$ cat src/rtl/timer_bus_arbiter.sv
// rtl/timer_bus_arbiter.sv - round-robin arbiter sharing one timer register slave port among N_REQ masters
module timer_bus_arbiter #(
    parameter int N_REQ  = 4,
    parameter int DATA_W = 32,
    localparam int IW    = $clog2(N_REQ)
) (
    input  logic                    clk,
    input  logic                    reset,
    input  logic [N_REQ-1:0]        req_address,
    input  logic [N_REQ-1:0]        req_read,
    input  logic [N_REQ-1:0]        req_write,
    input  logic [N_REQ*DATA_W-1:0] req_writedata,
    output logic [N_REQ-1:0]        req_waitrequest,
    output logic [DATA_W-1:0]       req_readdata,
    output logic [N_REQ-1:0]        req_readdatavalid,
    output logic                    proto_err,
    output logic [IW-1:0]           grant_idx,
    output logic                    s_address,
    output logic                    s_read,
    output logic                    s_write,
    output logic [DATA_W-1:0]       s_writedata,
    input  logic [DATA_W-1:0]       s_readdata
);

    logic [IW-1:0]     rr_ptr;
    logic [IW-1:0]     winner;
    logic [N_REQ-1:0]  pend;
    logic [N_REQ-1:0]  win_oh;
    logic              found;
    logic              gnt;
    logic              rd_win;
    logic              wr_win;
    logic              adr_win;
    logic [DATA_W-1:0] wd_win;

    // Scan rr_ptr, rr_ptr+1, ... with an explicit modulo so non-power-of-two N_REQ wraps correctly.
    always_comb begin
        pend   = req_read | req_write;
        win_oh = '0;
        winner = '0;
        found  = 1'b0;
        for (int k = 0; k < N_REQ; k++) begin
            for (int j = 0; j < N_REQ; j++) begin
                if (!found && pend[j] && (j == (int'(rr_ptr) + k) % N_REQ)) begin
                    found     = 1'b1;
                    win_oh[j] = 1'b1;
                    winner    = IW'(j);
                end
            end
        end

        wd_win = '0;
        for (int j = 0; j < N_REQ; j++) begin
            if (win_oh[j]) begin
                wd_win = req_writedata[j*DATA_W +: DATA_W];
            end
        end
        rd_win  = |(req_read & win_oh);
        wr_win  = |(req_write & win_oh);
        adr_win = |(req_address & win_oh);

        // Nothing reaches the timer while reset is asserted; masters keep holding their commands.
        gnt             = found & reset;
        s_write         = gnt & wr_win;
        s_read          = gnt & rd_win & ~wr_win;
        s_address       = gnt & adr_win;
        s_writedata     = gnt ? wd_win : '0;
        req_waitrequest = gnt ? (pend & ~win_oh) : pend;
    end

    always_ff @(posedge clk) begin
        if (!reset) begin
            rr_ptr            <= '0;
            grant_idx         <= '0;
            req_readdata      <= '0;
            req_readdatavalid <= '0;
            proto_err         <= 1'b0;
        end else begin
            req_readdatavalid <= '0;
            if (found) begin
                rr_ptr    <= (int'(winner) == N_REQ - 1) ? '0 : winner + IW'(1);
                grant_idx <= winner;
                if (rd_win && !wr_win) begin
                    req_readdata      <= s_readdata;
                    req_readdatavalid <= win_oh;
                end
                if (rd_win && wr_win) begin
                    proto_err <= 1'b1;
                end
            end
        end
    end

endmodule

$ cat config.mk
export PLATFORM = sky130hd
export DESIGN_NAME = timer_bus_arbiter
export DESIGN_NICKNAME = d
export VERILOG_FILES = /design/src/rtl/timer_bus_arbiter.sv
export SDC_FILE = /design/constraint.sdc
export NUM_CORES = 1
export LEC_CHECK = 0
export ABC_AREA = 1
export CAP_MARGIN = 25
export CORE_ASPECT_RATIO = 2
export CORE_MARGIN = 3
export CORE_UTILIZATION = 35
export DETAILED_ROUTE_END_ITERATION = 16
export PLACE_DENSITY = 0.88
export SYNTH_ARGS = -nofsm -noshare
export SYNTH_HDL_FRONTEND = slang
export SYNTH_SLANG_ARGS = --single-unit
$ cat constraint.sdc
create_clock -name clk -period 6.5 [get_ports clk]
set_input_delay 1.3 -clock clk [delete_from_list [all_inputs] [get_ports clk]]
set_output_delay 1.3 -clock clk [all_outputs]
set_load 0.01 [all_outputs]
==> impl_metrics.toml <==
[synth]
yosysUniqueCellTypes = 30
yosys.area_share.simple_pct = 38.70
ys_seq_area_share_pct = 22.33
synth_commonest_cells = "129 x nand2_1, 92 x inv_1, 83 x nor2_1"
synth_edf_count = 0
synthXorXnorAreaFrac_pct = 0
syn-instance-count = 665
yosysMostFrequentCell = "nand2_1"
ys.flop_type = "dfxtp_1"
synth_top_area_share_pct = 22.33
syn_area_sq_mm = 0.003676
synth_compound_area_share_pct = 20.49
synth-seq-cells = 41
synth_top_family_by_area = "simple AND/OR/NAND/NOR gates"
ys_top_cells_by_area = "dfxtp_1 22%, nand2_1 13%, a21oi_1 10%"
synthAdderAreaFrac_pct = 0
yosysWarnings = 0
synth_largest_area_cell = "dfxtp_1"
syn-num-nets = 839
synthArstFlopShare_pct = 0
postSynthAreaPerCell_sq_um = 5.528
synthMuxAreaShare_pct = 0

[drt]
wire_per_inst_um = 15.02
final_antenna_net_count = 0
drt-vias-per-instance = 5.009
vias = 5169
maxUsedRoutingLayer = "met4"
totalWireLength_mm = 15.50
firstDrtPassIters = 5
wirelength_met1_mm = 5.530
wl_met3_mm = 1.379
route.detailed.drc = 0
dr.first_iter.drc_count = 184
routed-wl-met2_mm = 7.829

[timing]
period_share_pct = 95.23
max_slew_margin_pct = 54.57
setup_slack_ns = 0.3102
min_period_ns = 6.190
setup_tns_ns = 0
tightest_slew_ns = 0.6805
finalHoldViolCount = 0
hold_ws_ns = 0.4519
skew_ns = 0.001826
setup_viol = 0
rsz0062_at_grt = "false"
fmax_mhz = 161.6
finalMaxSlewViolations = 0

[power_and_ir_drop]
p_leak_nw = 3.026
ir_drop_mv = 0.2804
total_power_mw = 3.145
powerDensity_mw_per_mm2 = 489.0

[place]
place_area_sq_mm = 0.006280
gp_congestion = 1.071
dp_cells = 1024
pre_cts_ws_ns = 0.4161
io_buffers = 251
post-dp-hpwl_mm = 12.51

[die]
design.core.area_sq_mm = 0.01021
num_rows = 52
die_area_sq_mm = 0.01184
ios = 252
initial_core_util_pct = 35.99
fp.dieW_um = 78.47
fp.dieH_um = 150.9

[final_layout]
final_core_util_pct = 62.97
area_growth_pct = 74.98
fin_cells = 1032
fill_cells = 921
final_area_sq_mm = 0.006432
layout-drive-gt1-share_pct = 9.476
diodes = 0
nNetsFinal = 1070

[clock_tree]
clkTransAtPathRegs_ns = 0.06
numCtsBuffers = 5
htree_levels = 2
max-clock-path-buffers = 2
post_cts_resized = 0
clock-sinks = 41
cts_setup_buffers = 0
clk_latency_ns = 0.28
cts_tree = "done"
hold_buffers = 0
clock-root-buffer = "clkbuf_16"

[setup_path]
crit_path_max_fanout = 50
start_kind = "input port"
crit_type = "in -> out"
worst_setup_path_end_kind = "output port"
r2r_cells = 18
crit_required_ns = 5.20
crit_arrival_ns = 4.89

[job]
cap_viol_max_count = 0

[run_status]
status = "complete, no violations"

[global_route]
grt_usage_pct = 25.46
antenna_found_initial = 0
grt_pass1_vias = 4971
grt-ovfl-total = 0
grt_pass1_wl_mm = 23.87
grt_max_degree = 51

[hold_path]
hold_depth = 2
hold_class = "reg -> reg"
==> where the power goes <==
part           leakage, nW  internal, mW  switching, mW  total (mW)
Sequential           0.341         0.377         0.0629       0.440
Clock               0.0768         0.153          0.100       0.253
Combinational         2.61          1.08           1.38        2.45
==> final timing paths <==
kind	start	to	slack [ns]
max	req_read[1]	s_writedata[26]	0.31
min	proto_err	proto_err	0.45
max reg2reg	rr_ptr[0]	req_readdata[13]	3.05
min reg2reg	proto_err	proto_err	0.45
==> kinds of logic (layout without fill, tap and decap cells) <==
kind of cell           Yosys count  count (layout)
buffers and inverters          169             401
AND/OR/NAND/NOR                307             307
AO/OA/AOI/OAI                  148             148
flip-flops                      41              41
==> cell usage in the layout (no fill, tap or decap), types with 2 or more instances in the layout <==
master / Yosys / routed
nand4_2: 2 / 2
nor2_2: 2 / 2
clkbuf_16: 0 / 5
o21ai_1: 35 / 35
clkdlybuf4s50_1: 0 / 251
inv_1: 92 / 92
inv_2: 33 / 33
or2_0: 2 / 2
a22oi_1: 2 / 2
or2_2: 16 / 16
nor2_1: 83 / 83
o21ai_0: 33 / 33
dfxtp_1: 41 / 41
nand2_2: 4 / 4
nor2_4: 3 / 3
or2_1: 14 / 14
a21oi_1: 75 / 75
nand4_1: 41 / 41
clkinv_1: 2 / 2
nand3_1: 7 / 7
buf_4: 0 / 14
nand2_1: 129 / 129
==> final cells by class <==
cell class / instances / area (sq um) / area share, %
clock buffer: 6 / 138.9 / 2.159
sequential: 41 / 820.8 / 12.76
tap: 135 / 168.9 / 2.626
clock inverter: 2 / 13.76 / 0.2140
multi-input combinational: 455 / 2176 / 33.83
timing repair buffer: 266 / 2638 / 41.00
inverter: 127 / 476.7 / 7.411
==> worst max-delay path, cell delays in order <==
cell	delay, ns
clkdlybuf4s50_1	0.45
clkinv_1	0.06
nand2_1	0.14
nand2_1	0.15
nand2_1	0.11
nor2_4	0.18
nand3_1	0.10
nor2_2	0.15
o2111ai_1	0.20
nand4_2	0.18
nand2_1	0.13
inv_2	0.53
buf_4	0.31
or2_1	0.13
nand2_1	0.05
a21oi_1	0.14
clkdlybuf4s50_1	0.57
==> flip-flops by register name (all words and copies together) (netlist names) <==
name / count
rr_ptr: 2
grant_idx: 2
req_readdatavalid: 4
proto_err: 1
req_readdata: 32
==> per-layer routing <==
metal  up-vias  GRT usage, %
met2       320         46.22
met4         0         12.26
met1      2228         27.27
met3        65         6.071
met5         -             0
li1       2556             -
Note: power is estimated with default switching activity, not from simulation.
